==> config.mk <==
export PLATFORM = sky130hd
export DESIGN_NAME = vc_fifo_bank
export DESIGN_NICKNAME = d
export VERILOG_FILES = /design/src/rtl/vc_fifo_bank.sv
export SDC_FILE = /design/constraint.sdc
export NUM_CORES = 1
export LEC_CHECK = 0
export BUFFER_PORTS_ARGS = -buffer_cell sky130_fd_sc_hd__buf_2
export CORE_MARGIN = 8
export CORE_UTILIZATION = 47
export CTS_CLUSTER_DIAMETER = 150
export DETAILED_ROUTE_END_ITERATION = 8
export PLACE_DENSITY = 0.75
export SYNTH_ARGS = -nofsm -noshare
export SYNTH_HDL_FRONTEND = slang
export SYNTH_SLANG_ARGS = --single-unit
==> constraint.sdc <==
create_clock -name clk -period 5.3 [get_ports clk]
set_clock_uncertainty 0.2 [all_clocks]
set_input_delay 0.795 -clock clk [delete_from_list [all_inputs] [get_ports clk]]
set_output_delay 0.795 -clock clk [all_outputs]
set_load 0.05 [all_outputs]
==> src/rtl/vc_fifo_bank.sv <==
// rtl/vc_fifo_bank.sv - per-port virtual-channel input buffer, NUM_VC FIFOs of DEPTH flits
// Optional feature macro: VC_FIFO_CREDIT_EN (registered per-VC credit return pulses)
module vc_fifo_bank #(
  parameter int FLIT_W = 8,
  parameter int NUM_VC = 2,
  parameter int DEPTH  = 4
) (
  input  logic                                clk,
  input  logic                                rst,
  input  logic                                wr_valid,
  input  logic [$clog2(NUM_VC)-1:0]           wr_vc,
  input  logic [FLIT_W-1:0]                   flit_in,
  input  logic                                rd_en,
  input  logic [$clog2(NUM_VC)-1:0]           rd_vc,
  output logic [NUM_VC*FLIT_W-1:0]            head_flat,
  output logic [NUM_VC-1:0]                   vc_empty,
  output logic [NUM_VC-1:0]                   vc_full,
  output logic [NUM_VC*$clog2(DEPTH+1)-1:0]   vc_count_flat,
  output logic [NUM_VC-1:0]                   ovf_err,
  output logic [NUM_VC-1:0]                   unf_err
`ifdef VC_FIFO_CREDIT_EN
  ,
  output logic [NUM_VC-1:0]                   credit_ret
`endif
);

  localparam int VC_W  = $clog2(NUM_VC);
  localparam int PTR_W = $clog2(DEPTH);
  localparam int CNT_W = $clog2(DEPTH+1);

  // Storage is deliberately left unreset; count gates every read of it.
  logic [FLIT_W-1:0] mem_q    [NUM_VC][DEPTH];
  logic [PTR_W-1:0]  wr_ptr_q [NUM_VC];
  logic [PTR_W-1:0]  wr_ptr_d [NUM_VC];
  logic [PTR_W-1:0]  rd_ptr_q [NUM_VC];
  logic [PTR_W-1:0]  rd_ptr_d [NUM_VC];
  logic [CNT_W-1:0]  count_q  [NUM_VC];
  logic [CNT_W-1:0]  count_d  [NUM_VC];
  logic [NUM_VC-1:0] ovf_q, ovf_d;
  logic [NUM_VC-1:0] unf_q, unf_d;
  logic [NUM_VC-1:0] wr_sel, rd_sel, wr_ok, pop_ok;

  // Per-VC decode of write/pop legality and next pointer/count/flag state.
  // Out-of-range VC indices match no channel, so they are silently ignored.
  always_comb begin
    wr_sel = '0;
    rd_sel = '0;
    wr_ok  = '0;
    pop_ok = '0;
    ovf_d  = ovf_q;
    unf_d  = unf_q;
    for (int i = 0; i < NUM_VC; i++) begin
      wr_sel[i] = wr_valid && (wr_vc == VC_W'(i));
      rd_sel[i] = rd_en && (rd_vc == VC_W'(i));
      // A same-cycle write never rescues a pop on an empty VC.
      pop_ok[i] = rd_sel[i] && (count_q[i] != '0);
      // A full VC still accepts when its head is being popped this cycle.
      wr_ok[i]  = wr_sel[i] && ((count_q[i] != CNT_W'(DEPTH)) || rd_sel[i]);
      if (wr_sel[i] && !wr_ok[i]) ovf_d[i] = 1'b1;
      if (rd_sel[i] && !pop_ok[i]) unf_d[i] = 1'b1;
      wr_ptr_d[i] = wr_ok[i]  ? wr_ptr_q[i] + PTR_W'(1) : wr_ptr_q[i];
      rd_ptr_d[i] = pop_ok[i] ? rd_ptr_q[i] + PTR_W'(1) : rd_ptr_q[i];
      count_d[i]  = count_q[i];
      if (wr_ok[i] && !pop_ok[i]) count_d[i] = count_q[i] + CNT_W'(1);
      else if (!wr_ok[i] && pop_ok[i]) count_d[i] = count_q[i] - CNT_W'(1);
    end
  end

  // Status and fall-through head outputs, derived purely from registered state.
  always_comb begin
    head_flat     = '0;
    vc_empty      = '0;
    vc_full       = '0;
    vc_count_flat = '0;
    for (int i = 0; i < NUM_VC; i++) begin
      vc_empty[i] = (count_q[i] == '0);
      vc_full[i]  = (count_q[i] == CNT_W'(DEPTH));
      vc_count_flat[i*CNT_W +: CNT_W] = count_q[i];
      if (count_q[i] != '0) head_flat[i*FLIT_W +: FLIT_W] = mem_q[i][rd_ptr_q[i]];
    end
  end

  // Pointer, occupancy and sticky error registers.
  always_ff @(posedge clk or negedge rst) begin
    if (!rst) begin
      for (int i = 0; i < NUM_VC; i++) begin
        wr_ptr_q[i] <= '0;
        rd_ptr_q[i] <= '0;
        count_q[i]  <= '0;
      end
      ovf_q <= '0;
      unf_q <= '0;
    end else begin
      for (int i = 0; i < NUM_VC; i++) begin
        wr_ptr_q[i] <= wr_ptr_d[i];
        rd_ptr_q[i] <= rd_ptr_d[i];
        count_q[i]  <= count_d[i];
      end
      ovf_q <= ovf_d;
      unf_q <= unf_d;
    end
  end

  // Flit storage write port, one accepted flit per cycle.
  always_ff @(posedge clk) begin
    for (int i = 0; i < NUM_VC; i++) begin
      if (wr_ok[i]) mem_q[i][wr_ptr_q[i]] <= flit_in;
    end
  end

  assign ovf_err = ovf_q;
  assign unf_err = unf_q;

`ifdef VC_FIFO_CREDIT_EN
  logic [NUM_VC-1:0] credit_q;

  // One-cycle credit pulse following every accepted pop.
  always_ff @(posedge clk or negedge rst) begin
    if (!rst) credit_q <= '0;
    else      credit_q <= pop_ok;
  end

  assign credit_ret = credit_q;
`endif

endmodule

**Yosys cells after proc, flatten, opt, wreduce, memory -nomap -nowiden**

Memories as Yosys holds them, arrays and structs flattened.
Cells that the tools add are included.

- $add $sub $neg: 8
- Multiply operators: 0
- Div/mod/pow operators: 0
- Magnitude comparators: 6
- Eq/ne operators: 4
- Shift operators: 0
- Multiplexer cells: 23
- Bitwise gates (word level): 6
- Reductions and logical operators: 31

Operator list:

| kind | count |
|---|---|
| 32-bit 2-to-1 mux | 4 |
| 8-bit 2-to-1 mux | 8 |
| 8-bit binary-select mux with 2-bit select | 2 |
| 8-bit demux with 2-bit select | 2 |
| 32-bit OR reduction | 1 |
| 1-bit logical AND | 18 |
| 3-bit greater-or-equal comparator, second input constant | 4 |
| 3-bit 2-to-1 mux | 4 |
| 2-bit inverter with 3-bit output | 4 |
| 2-bit by 1-bit adder with 2-bit output, second input constant | 4 |
| 3-bit by 1-bit adder with 3-bit output, second input constant | 2 |
| 3-bit equality test, second input constant | 2 |
| 3-bit logical NOT | 2 |
| 3-bit by 1-bit < comparator with 1-bit output, second input constant | 2 |
| 3-bit inequality test, second input constant | 2 |
| 3-bit nonzero test | 2 |
| 3-bit by 1-bit subtractor with 3-bit output, second input constant | 2 |
| 1-bit logical NOT | 4 |
| 2-bit nonzero test | 2 |
| 1-bit 2-to-1 mux | 3 |
| 1-bit logical OR | 2 |
| 1-bit inverter | 2 |

- Bits in registers: 18
- Latch bits: 0
- RAM bits: 64
- Bits in read-only memories: 0
- Output and inout bits: 30
- Memories kept: 1

Memory list:

| memory | words | bits a word | rd ports | clocked after memory_dff | write ports | RTL line | text |
|---|---|---|---|---|---|---|---|
| mem_q | 2 | 32 | 2 | 0 | 1 | 32 | `logic [FLIT_W-1:0] mem_q [NUM_VC][DEPTH];` |

**Logic depth before layout (Yosys ltp)**

Gate-level depths: netlist of run 1.

- Depth in word-level cells: 8
- Depth in mapped cells: 8
- Depth with buffers taken out: 8

**Least setup slack after synthesis of run 1**

OpenSTA, ideal clock, no wires.

- Path type: register to output
- Start: reg count_q, in the netlist vc_count_flat[0]
- End: out head_flat[0]
- Data arrival time: 1.879 ns
- Data required time: 4.305 ns
- Setup slack: 2.426 ns
- Stages on the path, launching flop included: 4
- Buffers on the path: 1
- Cells stage by stage: dfrtp_1 nor3_1 buf_2 nor2b_1

- Word-level cells in the longest chain between the ends: 2

Ends and longest elaborated chain:

| element | RTL line | text |
|---|---|---|
| start, declared | 37 | `logic [CNT_W-1:0] count_q [NUM_VC];` |
| start signal, assigned by index | 97 | `count_q[i] <= count_d[i];` |
| 3-bit nonzero test | 79 | `if (count_q[i] != '0) head_flat[i*FLIT_W +: FLIT_W] = mem_q[i][rd_ptr_q[i]];` |
| 8-bit 2-to-1 mux | 79 |  |
| end, declared | 15 | `output logic [NUM_VC*FLIT_W-1:0] head_flat,` |

No other way between the ends.

**Final worst setup path of run 1**

- Start: reg rd_ptr_q[0] in the netlist's numbering
- End: out head_flat[15]

- Word-level cells in the longest chain between the ends: 5

Ends and longest elaborated chain:

| element | RTL line | text |
|---|---|---|
| start, declared | 35 | `logic [PTR_W-1:0] rd_ptr_q [NUM_VC];` |
| start signal, assigned by index | 96 | `rd_ptr_q[i] <= rd_ptr_d[i];` |
| 2-bit inverter with 3-bit output (not written as such) | 79 |  |
| 8-bit binary-select mux with 2-bit select | 79 |  |
| 8-bit 2-to-1 mux (not written as such) (2 in a row) | 79 |  |
| 8-bit 2-to-1 mux | 79 |  |

No other way between the ends. The select of a mux whose other input is x is not followed.

==> run metrics, run 1 <==
Post-synth EDFFs between 60 and 70; design area approximately 3900 um2; Post-Syn Nets between 200 and 250; # DRC 0; latest clock arrival within the worst-skew pair approximately 0.35 ns; Avg Cell Area, Syn between 15 and 20 um2; Async SR Flop Fraction between 20% and 30%; clock buffer depth 2; Period Utilization, post-route between 50 and 60%; leading area contributor after synthesis edfxtp_1; TritonCTS Buffers 9; Avg WL per Cell 17.4 um; critical path arrival ~2.1 ns; first-pass GRT wire length 9360 um; FMAX approximately 0.32 GHz; Post-Synthesis Cell Area about 3400 um2; initial DRC count 119; DPL Wire Length approximately 4100 um; largest net degree at the start of global routing 19; CTS Root Cell clkbuf_8; most common cell after layout, fill and taps aside edfxtp_1; fin util between 50% and 60%; CTS tree yes; share of post-route cells with drive strength above 1 between 30% and 40%; Die W approximately 100 um; hold_buf cts 0; GRT Total Usage 12.4%; Die ar. about 10,000 um2; P&R area growth vs syn 14.0%; Worst EP required ~4.3 ns; Setup CP Type reg -> out; CP max FO 10; Die H between 100 and 150 um; GR Overflow Total 0; Ant. Diodes 0; post-synth top area share between 50% and 60%; Starting Density between 40 and 50%; CTS sink count between 80 and 90; outcome complete, no violations; critical path capture point type output pin; CP Launch Type flop; largest cells by area after synthesis edfxtp_1, dfrtp_1, mux4_2, ha_1, and2_1; Hold Vio Cnt, Final 0; Mapped Cells about 190; GP Congestion between 0.7 and 0.8; Max-cap violations 0; commonest non-fill, non-tap cells in the layout edfxtp_1, buf_2, dfrtp_1; Antenna Nets Post-Route 0; synthesized flop and latch total 82; CTS H-Tree Depth 3; clk slew on worst S/H paths ~0.080 ns; # IOs between 40 and 50; input/output buffers 43; Period minus WS final between 3 and 4 ns; # rows 31; Yosys cell types 29; DR vias 1,676; drt total wl approximately 6000 um; Pre-antenna DRT Iters 4; initial antenna violation count 0; sequential share of the synthesized area 68.9%; setup violators final 0; final net count 260; core outline area between 7000 and 8000 um2; Hold Path Class in -> async; Post-DP Area 3750 um2; Post-CTS Resized 0; vias in the first global route about 1,800; setup TNS 0 ns; Worst-Margin Slew between 0.6 and 0.7 ns; Most used DFF post-synth edfxtp_1; Vias/cell about 5.0; max-slew violation count 0; Post-CTS Setup Bufs 0; RSZ-0062 raised after global routing no; yosys warns 0; Rel. slew slack approximately 56%
[cell usage after synthesis (3+ instances only)]
| master | n |
|---|---|
| nand2b_1 | 3 |
| dfrtp_1 | 18 |
| nor2b_1 | 9 |
| xnor2_1 | 8 |
| and2_1 | 16 |
| inv_1 | 7 |
| nand2_1 | 3 |
| ha_1 | 10 |
| edfxtp_1 | 64 |
| mux4_2 | 16 |
| xor2_1 | 4 |
| clkbuf_2 | 3 |
[sequential cells by signal (all words and copies together) (netlist names)]
signal and count:
mem_q 64, vc_count_flat 6, rd_ptr_q 4, wr_ptr_q 4, ovf_err 2, unf_err 2
[area by class of cell]
class | count | area (um2)
Multi-Input combinational cell | 90 | 1000
Fill cell | 559 | 3250
Clock inverter | 6 | 51.3
Sequential cell | 82 | 2370
Clock buffer | 10 | 128
Tap cell | 99 | 124
Inverter | 7 | 26.3
Timing Repair Buffer | 44 | 223
[per-stage QoR]
step	hold slack (ns)	worst slack (ns)	instances
6_report	0.165	2.21	338
5_1_grt	0.173	2.09	338
4_1_cts	0.167	2.16	338
3_5_place_dp	0.244	2.46	322
3_3_place_gp	0.236	2.57	322
2_1_floorplan	0.299	2.43	185
[routing by layer]
metal / share of wire [%] / track usage [%] / vias to the layer above
met2: 49 / 20.4 / 51
met1: 44 / 14.5 / 835
li1: - / - / 786
met4: 0.43 / 3.09 / 0
met3: 6.3 / 5.50 / 4
met5: 0 / 0 / -
[critical path: stages, from the launching register on]
cell	delay, ns
dfrtp_1	0.76
mux4_2	0.60
and2_1	0.17
buf_2	0.21
[worst paths after layout]
path / startpoint / end / slack (ns) / cells after the start
max in group asynchronous: rst / vc_count_flat[2]$_DFFE_PN0P_ / 4.43 / 1
setup / recovery: rd_ptr_q[0]$_DFFE_PN0P_ / head_flat[15] / 2.21 / 3
hold / removal: rst / vc_count_flat[0]$_DFFE_PN0P_ / 0.16 / 1
setup reg to reg: vc_count_flat[3]$_DFFE_PN0P_ / vc_count_flat[5]$_DFFE_PN0P_ / 2.76 / 8
hold reg to reg: unf_err[0]$_DFFE_PN0P_ / unf_err[0]$_DFFE_PN0P_ / 0.27 / 1
min in group clk: unf_err[0]$_DFFE_PN0P_ / unf_err[0]$_DFFE_PN0P_ / 0.27 / 1
[logic make-up after synthesis]
logic type	synth area share (%)
AND/OR/NAND/NOR	7.59
buffers and inverters	2.00
XOR/XNOR	3.05
flip-flops	68.9
multiplexers	12.0
adder cells (fa/ha/maj)	4.80
AO/OA/AOI/OAI	1.67
Power of run 1 is not shown: default switching activity piles up to over one toggle a cycle in this logic, so the estimate is an artifact.
==> run 2: changes to the inputs <==
- PLACE_DENSITY: 0.75 -> 0.78
- clock period: 5.3 -> 2.5 ns (I/O delays scaled with it)
==> run metrics, run 2 (synthesized netlist as in run 1, its figures left out) <==
FF-to-FF Start vc_count_flat[3]$_DFFE_PN0P_; FMAX roughly 0.42 GHz; worst setup path endpoint head_flat[1]; Antenna Nets Post-Route 0 (unchanged); CTS sink count 82 (unchanged); Worst Reg-to-Reg Cells 8 (unchanged); outcome complete, no violations; setup violators final 0 (unchanged); critical path cell sequence buf_8, mux4_2, nor2b_1, buf_2; Hold Vio Cnt, Final 0 (unchanged); FILL cells 562 (+0.54%); Pre-antenna DRT Iters 4 (unchanged); DR vias 1,707 (+1.8%); CP startpoint rd_ptr_q[2]$_DFFE_PN0P_; # rows 31 (unchanged); share of post-route cells with drive strength above 1 39.9% (+5.2 points); slowest cell on the critical path mux4_2; final hold slack 0.106 ns (-0.0583 ns); Starting Density 48.0% (unchanged); final net count 264 (+1.5%); Worst EP required 1.92 ns (-2.38 ns); GRT Total Usage 12.8% (+0.39 points); Hold Path Class in -> reg; R2R setup slack 0.22 ns (-2.54 ns); # IOs 44 (unchanged); Worst path max stage delay 0.52 ns (-0.24 ns); Rel. slew slack 68.9% (+12 points); Period Utilization, post-route between 90 and 100%; core outline area 7180 um2 (unchanged); clock buffer depth 2 (unchanged); Ant. Diodes 0 (unchanged); latest clock arrival within the worst-skew pair 0.35 ns (about the same); input/output buffers 43 (unchanged); Die H 102 um (unchanged); multi-input combinational cell area 1030 um2 (+3.2%); Worst-Margin Slew 0.467 ns (-0.186 ns); Avg WL per Cell 17.2 um (-0.78%); CP Depth 4 (+1); Setup CP Type reg -> out; drt total wl 5890 um (+0.39%); vias in the first global route 1,914 (+6.2%); critical path capture point type output pin; GP Congestion 0.675 (-6.5%); clk slew on worst S/H paths 0.08 ns (about the same); RSZ-0062 raised after global routing yes; max-slew violation count 0 (unchanged); Reg-to-Reg End vc_count_flat[5]$_DFFE_PN0P_; crit path buf inv count 2 (+1); design area 4040 um2 (+2.9%); CTS tree yes; P&R area growth vs syn 17.4%; Period minus WS final between 2 and 2.5 ns; DPL Wire Length 4100 um (+0.31%); Vias/cell 4.99 (+0.66%); Max-cap violations 0 (unchanged); critical path arrival 1.82 ns (-0.28 ns); # DRC 0 (unchanged); max reg flops 64 (unchanged); CP max FO 8 (-2); GR Overflow Total 0 (unchanged); TritonCTS Buffers 9 (unchanged); Crit path max-delay family multiplexers; CTS H-Tree Depth 3 (unchanged); Post-DP Area 3820 um2 (+2.0%); initial DRC count 47 (-61%); first-pass GRT wire length 9720 um (+3.8%); CP Launch Type flop; area occupied by registers 2380 um2 (+0.37%); most common cell after layout, fill and taps aside edfxtp_1; initial antenna violation count 0 (unchanged); largest net degree at the start of global routing 19 (unchanged); Die W 102 um (unchanged); Die ar. 10,300 um2 (unchanged); commonest non-fill, non-tap cells in the layout edfxtp_1, buf_2, and2_1, mux4_2, dfrtp_1; CTS Root Cell clkbuf_8
==> run 2: final cells by class <==
cell class / count / area share [%]
Multi-Input combinational cell: 90 / 25.6
Tap cell: 99 / 3.07
Inverter: 7 / 0.650
Clock inverter: 7 / 1.89
Clock buffer: 9 / 3.07
Timing Repair Buffer: 48 / 6.81
Sequential cell: 82 / 58.9
==> run 2: layer usage <==
layer | GRT usage (%) | up-vias | part of all wire (%)
li1 | - | 798 | -
met1 | 16.3 | 845 | 46
met2 | 19.6 | 53 | 46
met3 | 3.64 | 11 | 5.9
met4 | 6.41 | 0 | 2.0
met5 | 0 | - | 0
==> run 2: stage by stage <==
step	TNS (ns)	setup slack, ns	cells	util [%]
after detailed placement	0	0.200	325	53.3
after global placement	0	0.269	325	53.3
after CTS	0	0.0344	342	56.2
after floorplan	-0.0812	-0.0419	185	-
after global routing	-0.000806	-0.000806	342	56.3
final	0	0.105	342	56.3
==> run 2: what timing repair did <==
item / in CTS / in global routing
endpoints found under the setup margin: 0 / 9
gates resized for setup: 0 / 3
setup buffers: 0 / 0
hold buffers: 1 / 0
endpoints found under the hold margin: 18 / 0
==> run 2: how the worst min path moves through the flow <==
stage	cells past startpoint	slack [ns]	endpoint	startpoint
final	1	0.11	mem_q[0][25]$_DFFE_PP_	flit_in[1]
after global routing	1	0.10	mem_q[0][1]$_DFFE_PP_	flit_in[1]
after CTS	1	0.09	mem_q[0][9]$_DFFE_PP_	flit_in[1]
after detailed placement	1	0.13	rd_ptr_q[2]$_DFFE_PN0P_	rst
after global placement	1	0.13	ovf_err[0]$_DFFE_PN0P_	rst
after floorplan	0	-0.12	ovf_err[0]$_DFFE_PN0P_	rst
Power of run 2 is left out for the same reason.
==> run 3: changes to the inputs <==
- CORE_ASPECT_RATIO: not set -> 1.2
==> run metrics, run 3 (synthesized netlist as in run 1, its figures left out) <==
CP Launch Type flop; largest net degree at the start of global routing 19 (unchanged); max reg flops 64 (unchanged); DPL Wire Length 3970 um (-3.2%); Die ar. 10,300 um2 (+0.10%); Hold Vio Cnt, Final 0 (unchanged); clk slew on worst S/H paths 0.07 ns (about the same); CP max FO 8 (unchanged); Pre-antenna DRT Iters 5 (+1); Worst path max stage delay 0.51 ns (about the same); Setup CP Type reg -> out; Ant. Diodes 0 (unchanged); Period minus WS final 2.40 ns (+0.00370 ns); setup TNS 0 ns (unchanged); Max-cap violations 0 (unchanged); CTS sink count 82 (unchanged); commonest non-fill, non-tap cells in the layout edfxtp_1, buf_2, and2_1, mux4_2, dfrtp_1; Post-CTS Setup Bufs 0 (unchanged); Hold Path Class in -> reg; vias in the first global route 1,899 (-0.78%); GRT Total Usage 12.0% (-0.80 points); CTS H-Tree Depth 3 (unchanged); drt total wl 5710 um (-3.1%); critical path cell sequence buf_12, mux4_2, and2_1, buf_2; most common cell after layout, fill and taps aside edfxtp_1; clock buffer depth 2 (unchanged); max-slew violation count 0 (unchanged); max layer used met4; Crit path max-delay family multiplexers; Die W 94.1 um (-7.3%); dpl ws 0.208 ns (+0.00723 ns); initial DRC count 60 (+28%); DR vias 1,716 (+0.53%); critical path arrival 1.82 ns (about the same); RSZ-0062 raised after global routing no; CTS tree yes; GP Congestion 0.721 (+6.9%); crit path buf inv count 2 (unchanged); final net count 265 (+0.38%); Setup WS post-layout 0.101 ns (-0.00370 ns); CTS Root Cell clkbuf_8; # DRC 0 (unchanged); critical path capture point type output pin; Period Utilization, post-route 96.0% (+0.15 points); Die H 110 um (+8.0%); Worst EP required 1.92 ns (about the same); # rows 34 (+9.7%); setup violators final 0 (unchanged); Avg WL per Cell 17.1 um (-0.75%); outcome complete, no violations; met2 WL 2860 um (+6.2%); GR Overflow Total 0 (unchanged); Worst-Margin Slew 0.464 ns (-0.00250 ns); FMAX 0.417 GHz (-0.15%); share of post-route cells with drive strength above 1 39.3% (-0.57 points); WL met3 329 um (-5.7%); dpl cells 317 (-2.5%); Vias/cell 5.14 (+2.9%); first-pass GRT wire length 9370 um (-3.6%); slowest cell on the critical path mux4_2; input/output buffers 43 (unchanged); TritonCTS Buffers 9 (unchanged); Post-Route M1 WL 2430 um (-11%); core outline area 7190 um2 (+0.19%); P&R area growth vs syn 16.6%; Rel. slew slack 69.1% (+0.17 points); Starting Density 47.9% (-0.092 points); Antenna Nets Post-Route 0 (unchanged); fin util 55.9% (-0.46 points); final cell count without fillers 334 (-2.3%); # IOs 44 (unchanged); latest clock arrival within the worst-skew pair 0.33 ns (-0.02 ns); initial antenna violation count 0 (unchanged)
-- run 3: cell types whose count changed in the layout (fill, tap and decap cells not counted) --
cell,previous run,this run
clkinv_2,0,3
clkinv_4,2,0
inv_6,2,0
buf_4,2,3
buf_6,0,1
buf_8,1,0
clkinv_1,1,2
dfrtp_1,11,12
dfrtp_2,7,6
-- run 3: worst paths after layout --
kind | start | depth (start not counted) | to | slack [ns]
setup / recovery | rd_ptr_q[0]$_DFFE_PN0P_ | 4 | head_flat[14] | 0.10
hold / removal | wr_vc | 2 | ovf_err[1]$_DFFE_PN0P_ | 0.11
setup reg to reg | vc_count_flat[3]$_DFFE_PN0P_ | 8 | vc_count_flat[5]$_DFFE_PN0P_ | 0.21
hold reg to reg | unf_err[0]$_DFFE_PN0P_ | 1 | unf_err[0]$_DFFE_PN0P_ | 0.26
max in group asynchronous | rst | 2 | vc_count_flat[5]$_DFFE_PN0P_ | 1.48
min in group asynchronous | rst | 2 | rd_ptr_q[3]$_DFFE_PN0P_ | 0.30
-- run 3: what timing repair did --
action                     CTS  global route
hold buffers                 1             0
hold endpoints to repair    18             0
gates resized for setup      0             1
setup endpoints to repair    0             1
-- run 3: through the flow --
stage          hold slack (ns)  cell area [um2]
6_report                 0.110             4020
3_5_place_dp             0.137             3820
3_3_place_gp             0.128             3820
5_1_grt                  0.104             4020
2_1_floorplan           -0.121             3480
4_1_cts                 0.0929             4010
-- run 3: layout make-up --
type,count,area [um2]
Tap cell,90,113
Clock buffer,9,124
Fill cell,565,3170
Timing Repair Buffer,49,279
Inverter,7,26.3
Sequential cell,82,2380
Clock inverter,7,60.1
Multi-Input combinational cell,90,1030
-- run 3: routing by layer --
| metal | vias to the layer above | global-route usage (%) |
|---|---|---|
| met3 | 9 | 3.42 |
| met4 | 0 | 5.33 |
| met5 | - | 0 |
| li1 | 794 | - |
| met2 | 58 | 20.3 |
| met1 | 855 | 13.8 |
Power of run 3 is left out for the same reason.
